--- src/rtl/riscv_pipe_pkg.sv ---
// riscv_pipe_pkg -- shared types for the decode->execute pipeline register.
//   de_ex_payload_t : packed decode bundle handed to the execute stage.
//   DE_EX_NOP       : all-zero payload (reset value, harmless bubble).
// Data fields are sized to XLEN_MAX. A de_ex_pipe instance with a smaller
// XLEN keeps only the low XLEN bits and reads zero above them.
package riscv_pipe_pkg;

  localparam int XLEN_MAX    = 64;
  localparam int RD_W        = 5;
  localparam int ALU_OP_W    = 4;
  localparam int ALU_A_SRC_W = 2;
  localparam int DM_CTRL_W   = 3;
  localparam int BR_OP_W     = 5;
  localparam int RU_SRC_W    = 2;

  typedef struct packed {
    logic [XLEN_MAX-1:0]    pc;
    logic [XLEN_MAX-1:0]    pc_inc;
    logic [XLEN_MAX-1:0]    rs1;
    logic [XLEN_MAX-1:0]    rs2;
    logic [XLEN_MAX-1:0]    imm;
    logic [RD_W-1:0]        rd;
    logic [ALU_OP_W-1:0]    alu_op;
    logic [ALU_A_SRC_W-1:0] alu_a_src;
    logic                   alu_b_src;
    logic                   dm_write;
    logic [DM_CTRL_W-1:0]   dm_ctrl;
    logic [BR_OP_W-1:0]     br_op;
    logic [RU_SRC_W-1:0]    ru_data_src;
    logic                   ru_write;
  } de_ex_payload_t;

  localparam de_ex_payload_t DE_EX_NOP = '0;

endpackage

--- src/rtl/de_ex_skid.sv ---
// de_ex_skid -- one-entry holding slot used when the pipe register is
// stalled and a new instruction has already been accepted.
//   clk, rst_n : clock, async active-low reset (slot empties)
//   i_load     : capture i_payload, slot becomes full
//   i_clear    : empty the slot (drained into the main register, or flush);
//                wins over i_load
//   o_payload  : held instruction
//   o_full     : slot occupied (registered)
module de_ex_skid
  import riscv_pipe_pkg::*;
(
  input  logic           clk,
  input  logic           rst_n,
  input  logic           i_load,
  input  logic           i_clear,
  input  de_ex_payload_t i_payload,
  output de_ex_payload_t o_payload,
  output logic           o_full
);

  logic           r_full;
  de_ex_payload_t r_payload;

  always_ff @(posedge clk or negedge rst_n) begin
    if (!rst_n) begin
      r_full    <= 1'b0;
      r_payload <= DE_EX_NOP;
    end else if (i_clear) begin
      r_full    <= 1'b0;
    end else if (i_load) begin
      r_full    <= 1'b1;
      r_payload <= i_payload;
    end
  end

  assign o_payload = r_payload;
  assign o_full    = r_full;

endmodule

--- src/rtl/de_ex_pipe.sv ---
// de_ex_pipe -- valid/ready pipeline register between decode and execute.
//   clk, rst_n            : clock, async active-low reset
//   in_valid/in_ready     : decode-side handshake, in_payload captured on transfer
//   flush                 : kill held and incoming instruction (taken branch)
//   out_valid/out_ready   : execute-side handshake, out_payload held while stalled
//   bubble_cnt            : saturating count of cycles with out_valid=0
// Build option: define DE_EX_SKID_EN to add a one-entry skid slot; in_ready
// then comes straight from a flop (skid empty) and has no path from out_ready.
// Without it, in_ready = !out_valid || out_ready.
module de_ex_pipe
  import riscv_pipe_pkg::*;
#(
  parameter int XLEN    = 32,
  parameter int RADDR_W = 5,
  parameter int CNT_W   = 16
) (
  input  logic             clk,
  input  logic             rst_n,
  input  logic             in_valid,
  output logic             in_ready,
  input  de_ex_payload_t   in_payload,
  input  logic             flush,
  output logic             out_valid,
  input  logic             out_ready,
  output de_ex_payload_t   out_payload,
  output logic [CNT_W-1:0] bubble_cnt
);

  // Bits above XLEN / RADDR_W are not part of this configuration; they are
  // zeroed on capture so those flops become constants.
  localparam logic [XLEN_MAX-1:0] XMASK = {XLEN_MAX{1'b1}} >> (XLEN_MAX - XLEN);
  localparam logic [RD_W-1:0]     RMASK = {RD_W{1'b1}} >> (RD_W - RADDR_W);

  logic             r_valid;
  de_ex_payload_t   r_payload;
  logic [CNT_W-1:0] r_bubble;
  de_ex_payload_t   w_in_trim;

  always_comb begin
    w_in_trim        = in_payload;
    w_in_trim.pc     = in_payload.pc     & XMASK;
    w_in_trim.pc_inc = in_payload.pc_inc & XMASK;
    w_in_trim.rs1    = in_payload.rs1    & XMASK;
    w_in_trim.rs2    = in_payload.rs2    & XMASK;
    w_in_trim.imm    = in_payload.imm    & XMASK;
    w_in_trim.rd     = in_payload.rd     & RMASK;
  end

`ifdef DE_EX_SKID_EN
  logic           w_skid_full;
  logic           w_main_free;
  logic           w_accept;
  de_ex_payload_t w_skid_payload;

  // Main register can take a new entry when empty or draining this cycle.
  assign w_main_free = !r_valid || out_ready;
  assign w_accept    = in_valid && !w_skid_full && !flush;
  assign in_ready    = !w_skid_full;

  de_ex_skid u_skid (
    .clk       (clk),
    .rst_n     (rst_n),
    .i_load    (w_accept && !w_main_free),
    .i_clear   (flush || (w_skid_full && w_main_free)),
    .i_payload (w_in_trim),
    .o_payload (w_skid_payload),
    .o_full    (w_skid_full)
  );

  always_ff @(posedge clk or negedge rst_n) begin
    if (!rst_n) begin
      r_valid   <= 1'b0;
      r_payload <= DE_EX_NOP;
    end else if (flush) begin
      r_valid   <= 1'b0;
    end else if (w_skid_full) begin
      // Skid only fills behind a stalled main entry; it moves up in order.
      if (w_main_free) begin
        r_valid   <= 1'b1;
        r_payload <= w_skid_payload;
      end
    end else if (w_main_free) begin
      r_valid <= w_accept;
      if (w_accept) r_payload <= w_in_trim;
    end
  end
`else
  assign in_ready = !r_valid || out_ready;

  always_ff @(posedge clk or negedge rst_n) begin
    if (!rst_n) begin
      r_valid   <= 1'b0;
      r_payload <= DE_EX_NOP;
    end else if (flush) begin
      r_valid   <= 1'b0;
    end else if (in_ready) begin
      r_valid <= in_valid;
      if (in_valid) r_payload <= w_in_trim;
    end
  end
`endif

  always_ff @(posedge clk or negedge rst_n) begin
    if (!rst_n)
      r_bubble <= '0;
    else if (!r_valid && (r_bubble != '1))
      r_bubble <= r_bubble + 1'b1;
  end

  // A stale payload stays in the register after a drain or flush; mask its
  // architectural side effects so execute never writes from a bubble.
  always_comb begin
    out_payload = r_payload;
    if (!r_valid) begin
      out_payload.ru_write = 1'b0;
      out_payload.dm_write = 1'b0;
    end
  end

  assign out_valid  = r_valid;
  assign bubble_cnt = r_bubble;

endmodule
--- config.mk ---
export PLATFORM = sky130hd
export DESIGN_NAME = de_ex_pipe
export DESIGN_NICKNAME = d
export VERILOG_FILES = /design/src/rtl/riscv_pipe_pkg.sv /design/src/rtl/de_ex_skid.sv /design/src/rtl/de_ex_pipe.sv
export SDC_FILE = /design/constraint.sdc
export NUM_CORES = 1
export LEC_CHECK = 0
export CAP_MARGIN = 0
export CORE_AREA = 8 8 272 274
export DETAILED_ROUTE_END_ITERATION = 12
export DIE_AREA = 0 0 280 282
export GPL_TIMING_DRIVEN = 0
export PLACE_DENSITY = 0.42
export SYNTH_ARGS = -nofsm -noshare
export SYNTH_HDL_FRONTEND = slang
export SYNTH_SLANG_ARGS = --single-unit
export TNS_END_PERCENT = 20
--- constraint.sdc ---
create_clock -name clk -period 1.6 [get_ports clk]
set_clock_uncertainty 0.05 [all_clocks]
set_input_delay 0.16 -clock clk [delete_from_list [all_inputs] [get_ports clk]]
set_output_delay 0.16 -clock clk [all_outputs]
set_load 0.01 [all_outputs]
==> results of run 1 <==
-- metrics by stage --
stage / hold slack, ns / cell area (sq um) / instances
6_report: 0.1551 / 17550 / 2368
4_1_cts: 0.09940 / 17450 / 2363
3_3_place_gp: 0.4385 / 16030 / 2302
2_1_floorplan: -0.1856 / 10950 / 972
5_1_grt: 0.1223 / 17550 / 2367
3_5_place_dp: 0.2284 / 16060 / 2303
-- power by group --
part	leakage [nW]	internal (W)	total (W)	switching, W
Sequential	2.37	0.00600	0.00664	0.000641
Clock	0.473	0.00399	0.00646	0.00247
Combinational	5.73	0.00397	0.00617	0.00220
-- kinds of logic after synthesis --
logic type,after synthesis,share of synthesized area
adder cells (fa/ha/maj),1,0.001220
AND/OR/NAND/NOR,43,0.02734
flip-flops,201,0.4907
buffers and inverters,366,0.2632
AO/OA/AOI/OAI,2,0.001465
other,1,0.0003658
multiplexers,186,0.2047
XOR/XNOR,13,0.01111
-- layout by cell type, fill, tap and decap left out, types with 4 or more instances in the layout --
cell type          n
clkbuf_8           9
nand3_1            4
dlygate4sd2_1     14
buf_4            534
clkdlybuf4s50_1  187
xor2_1             7
clkbuf_16         28
mux2_4           149
xnor2_1            6
dfrtp_2           11
buf_12            18
dfrtp_1          190
nor2_1             8
clkinv_2           5
buf_6              6
mux2_2            37
nand2_1            5
buf_16             4
conb_1           160
-- area by class of cell --
| cell class | count | area, sq um | area share |
|---|---|---|---|
| Clock buffer | 39 | 810.8 | 0.04620 |
| Tap cell | 940 | 1176 | 0.06702 |
| Timing Repair Buffer | 406 | 3657 | 0.2084 |
| Buffer | 363 | 2959 | 0.1686 |
| Clock inverter | 10 | 142.6 | 0.008128 |
| Antenna cell | 1 | 2.502 | 0.0001426 |
| Sequential cell | 201 | 5044 | 0.2874 |
| Multi-Input combinational cell | 405 | 3745 | 0.2134 |
| Inverter | 3 | 11.26 | 0.0006417 |
-- layer usage --
layer,global-route usage,vias to the layer above
met1,0.09526,3403
met3,0.05402,35
met2,0.1439,344
met5,0,-
li1,-,3380
met4,0.01835,6
-- critical path, cell delays in order (launching register included) --
cell     delay, ns
dfrtp_2       0.41
nor2b_4       0.14
nor3b_4       0.17
buf_6         0.18
buf_12        0.19
buf_12        0.17
mux2_2        0.33
-- how the worst min path moves through the flow --
stage / start / end / slack [ns] / depth (start not counted)
finish: rst_n / out_payload[177]$_DFFE_PN0P_ / 0.16 / 2
global route: in_payload[26] / out_payload[26]$_DFFE_PN0P_ / 0.12 / 2
CTS: in_payload[22] / out_payload[22]$_DFFE_PN0P_ / 0.1 / 2
detailed placement: rst_n / out_payload[177]$_DFFE_PN0P_ / 0.23 / 1
global placement: r_payload[0]$_DFFE_PN0P_ / r_payload[0]$_DFFE_PN0P_ / 0.44 / 1
floorplan: rst_n / bubble_cnt[0]$_DFFE_PN0P_ / -0.19 / 0
-- what timing repair did --
item	4_1_cts	5_1_grt
gates cloned	3	0
hold buffers	1	0
resized for setup	497	14
setup endpoints to repair	398	200
hold endpoints to repair	102	0
pin swaps	4	3
buffers inserted	7	4
-- flip-flops by register name, indices dropped and copies added (netlist names) --
signal / flops
out_payload: 182
out_valid: 1
r_payload: 2
bubble_cnt: 16
==> results.toml, run 1 <==
[outcome]
status = "finished, violations left"
violations = "negative setup slack"

[setup_path]
cp-endpoint = "out_payload[109]$_DFFE_PN0P_"
cp.required_ns = 2.00
path_max_fanout = 10
r2r_slack_ns = -0.19
critPathLaunchType = "flip-flop"
critPathCaptureType = "flip-flop"
arrival_ns = 2.18
reg2reg_depth = 6
worstSetupPathType = "flip-flop to flip-flop"
cp-startpoint = "out_valid$_DFFE_PN0P_"
r2r-end = "out_payload[109]$_DFFE_PN0P_"
rr_startpoint = "out_valid$_DFFE_PN0P_"

[sta]
post-route-period-util = 1.117
relSlewSlack = 0.4126
finalCriticalPeriod_ns = 1.787
timing.fmax_mhz = 559.7
postLayoutSetupSlackWorst_ns = -0.1867
final-max-slew-violation-count = 0
worst_pin_slew_ns = 0.8811
setup_viol = 189
grt_setup_unrepaired = "true"
finalHoldViolCount = 0
fin_tns_setup_ns = -22.31

[synthesis]
netlist_area_sq_um = 10250
synth-seq-cells = 201
async_flop_share = 1.000
synthTopCellsByCount = "buf_4, dfrtp_1, mux2_2, buf_2, nor2_1"
synth_enable_flop_cells = 0
yosysWarnings = 0
ys_seq_area_frac = 0.4907
syn_avg_cell_area_sq_um = 12.61
synth_cell_types = 32
synthTopCellsByArea = "dfrtp_1, buf_4, mux2_2"
synth_area_leader_cell = "dfrtp_1"
yosysMostFrequentCell = "buf_4"
synth_flop_cell = "dfrtp_1"
synth_top_area_share = 0.4907
syn-instance-count = 813

[hold_path]
min_path_type = "primary input to asynchronous set/reset pin"

[route]
avgViaCountPerCell = 3.027
wire_per_inst_um = 15.31
drc_errors = 0
antenna_left = 0
routed.top_layer = "met5"
route.met3.wl_mm = 5.108
drt_iter0_markers = 142
vias = 7168
wl_met1_mm = 13.15
met2WireLength_mm = 17.26
drt-total-wl_mm = 36.25
dr.pass1.iters = 4

[clock_tree]
worstSkewPairLatency_ns = 0.56
cts_htree_levels = 1
clkTransAtPathRegs_ns = 0.06
cts_tree = "done"
clockBufferDepth = 3
cts_buffers = 27
clkSinkCount = 201
cts-root-buf = "clkbuf_16"

[place]
gp_congestion = 0.7300
place_worst_setup_slack_ns = -0.7484
hpwl_mm = 28.13
place.port_buffers = 390

[final_layout]
nets = 1757
n_fill_cell = 7475
final_util = 0.2523
area_growth_pct = 71.18
layout-drive-gt1-share = 0.5760

[pwr]
irDropWorstVdd_uv = 840.2
power.density_nw_per_um2 = 1098
power_w = 0.01927
p_leak_nw = 8.573

[floorplan]
pin_count = 711
fp.dieH_um = 282
start_util = 0.1474
core_area_sq_um = 69540
rows = 97
dieWidth_um = 280
die_area_sq_um = 78960

[global_route]
overflow = 0
grt_antenna_before_repair = 5
grt_max_degree = 104
grt_pass1_wl_mm = 53.56
grt_pass1_vias = 7956
grt_usage = 0.08727

[run]
max_cap_violations = 0
Note: power is estimated with default switching activity, not from simulation.
==> run 2, diff against run 1 <==
Settings changed: REMOVE_ABC_BUFFERS set to 1.
==> results.toml, run 2 (synthesis gave the netlist of run 1 again) <==
[outcome]
status = "finished, violations left"
violations = "negative setup slack"

[setup_path]
worstSetupPathType = "flip-flop to flip-flop"
cp-startpoint = "out_valid$_DFFE_PN0P_"
cp.required_ns = 1.99
cp-endpoint = "out_payload[119]$_DFFE_PN0P_"
r2r-end = "out_payload[119]$_DFFE_PN0P_"
critPathLaunchType = "flip-flop"
path_max_fanout = 6
critPathCaptureType = "flip-flop"
arrival_ns = 2.44
r2r_slack_ns = -0.45
rr_startpoint = "out_valid$_DFFE_PN0P_"
reg2reg_depth = 9

[sta]
setup_viol = 187
worst_pin_slew_ns = 0.7282
finalHoldViolCount = 0
finalCriticalPeriod_ns = 2.053
fin_hold_ws_ns = 0.1153
grt_setup_unrepaired = "true"
postLayoutSetupSlackWorst_ns = -0.4534
relSlewSlack = 0.5129
post-route-period-util = 1.283
timing.fmax_mhz = 487.0
final-max-slew-violation-count = 0

[clock_tree]
clkSinkCount = 201
cts_buffers = 28
worstSkewPairLatency_ns = 0.55
clkTransAtPathRegs_ns = 0.05
cts_htree_levels = 1
cts_tree = "done"
clockBufferDepth = 3
cts-root-buf = "clkbuf_16"

[pwr]
irDropWorstVdd_uv = 801.8
clockPowerShare = 0.366
p_sw_frac = 0.2886
p_leak_nw = 6.982
power_w = 0.01773
power.density_nw_per_um2 = 1147
switchingPower_w = 0.005116
combPwrFrac = 0.260
pwr-share-seq = 0.374
internal_power_w = 0.01261

[route]
antenna_left = 0
drt-total-wl_mm = 36.08
avgViaCountPerCell = 3.022
wire_per_inst_um = 17.59
vias = 6198
drt_iter0_markers = 169
drc_errors = 0
dr.pass1.iters = 4

[global_route]
grt_antenna_before_repair = 2
grt_pass1_wl_mm = 50.17
overflow = 0
grt_max_degree = 93
grt_pass1_vias = 6847
grt_usage = 0.08417

[hold_path]
min_path_type = "primary input to asynchronous set/reset pin"

[place]
hpwl_mm = 26.64
gp_congestion = 0.7336
place.port_buffers = 390
place_worst_setup_slack_ns = -1.459
dp_cells = 1953

[floorplan]
dieWidth_um = 280
core_area_sq_um = 69540
start_util = 0.1474
fp.dieH_um = 282
rows = 97
pin_count = 711
die_area_sq_um = 78960

[final_layout]
final_common_cell = "dfrtp_1"
area_growth_pct = 50.73
n_fill_cell = 7541
nets = 1441
final_cell_mix = "dfrtp_1, clkdlybuf4s50_1, dlygate4sd2_1"
layout-drive-gt1-share = 0.2922
largest_register_ff_count = 182
layoutNonFillerInstCount = 2051

[run]
max_cap_violations = 0
[run 2: metal layers]
layer  global-route usage  vias up  wire, um
met5                    0        -         0
met4              0.02221        0       979
met3              0.04037       45      3957
met2               0.1333      326     16650
met1               0.1017     3061     14490
li1                     -     2766         -
[run 2: worst min path at each step]
stage,slack [ns],cells after the start,to,from
final,0.12,3,out_payload[178]$_DFFE_PN0P_,rst_n
after global routing,0.09,3,out_payload[43]$_DFFE_PN0P_,rst_n
after CTS,0.06,3,out_payload[304]$_DFFE_PN0P_,rst_n
after detailed placement,0.02,1,out_payload[283]$_DFFE_PN0P_,rst_n
after global placement,0.43,1,r_payload[11]$_DFFE_PN0P_,r_payload[11]$_DFFE_PN0P_
after floorplan,-0.19,0,bubble_cnt[0]$_DFFE_PN0P_,rst_n
[run 2: through the flow]
stage	cell area (sq um)	util	TNS, ns
2_1_floorplan	8162	-	-1313.47
3_3_place_gp	13240	0.1904	-4215.01
3_5_place_dp	13540	0.1947	-197.57
4_1_cts	15230	0.2190	-62.48
5_1_grt	15450	0.2221	-69.13
6_report	15450	0.2222	-56.97
[run 2: final cells by class]
cell class                      count  area (sq um)  share of cell area
Antenna cell                        2         5.005           0.0003239
Clock buffer                       40         827.0             0.05353
Clock inverter                      8         121.4            0.007855
Inverter                            3         11.26           0.0007288
Multi-Input combinational cell    405          3611              0.2337
Sequential cell                   201          5042              0.3263
Tap cell                          940          1176             0.07612
Timing Repair Buffer              452          4657              0.3014
[run 2: what timing repair did]
item                                   4_1_cts  5_1_grt
gates cloned                                 6        3
resized for setup                          355       63
hold buffers                                 3        0
endpoints found under the hold margin      201        0
pin swaps                                    1        5
setup endpoints to repair                  399      212
setup buffers                               27       11
[run 2: power by group through the flow]
stage,Clock [W],Sequential [W],Combinational (W)
6_report,0.00648,0.00663,0.00461
4_1_cts,0.00689,0.00664,0.00462
5_1_grt,0.00703,0.00678,0.00499
3_5_place_dp,0,0.00670,0.00469
2_1_floorplan,0,0.00702,0.00128
3_3_place_gp,0,0.00668,0.00475
[run 2: worst max-delay path: stages, from the launching register on]
cell and delay [ns]:
dfrtp_2 0.41, nor2b_4 0.14, nor3b_4 0.22, clkbuf_16 0.19, buf_12 0.12, buf_16 0.11
buf_16 0.13, buf_12 0.12, clkbuf_16 0.14, mux2_4 0.29
==> run 3, diff against run 2 <==
Settings changed: SYNTH_HIERARCHICAL set to 1.
==> results of run 3 <==
Final layout, timing and power as in run 2 (identical DEF).
Main changes from that run: Yosys warning count 0 -> 6
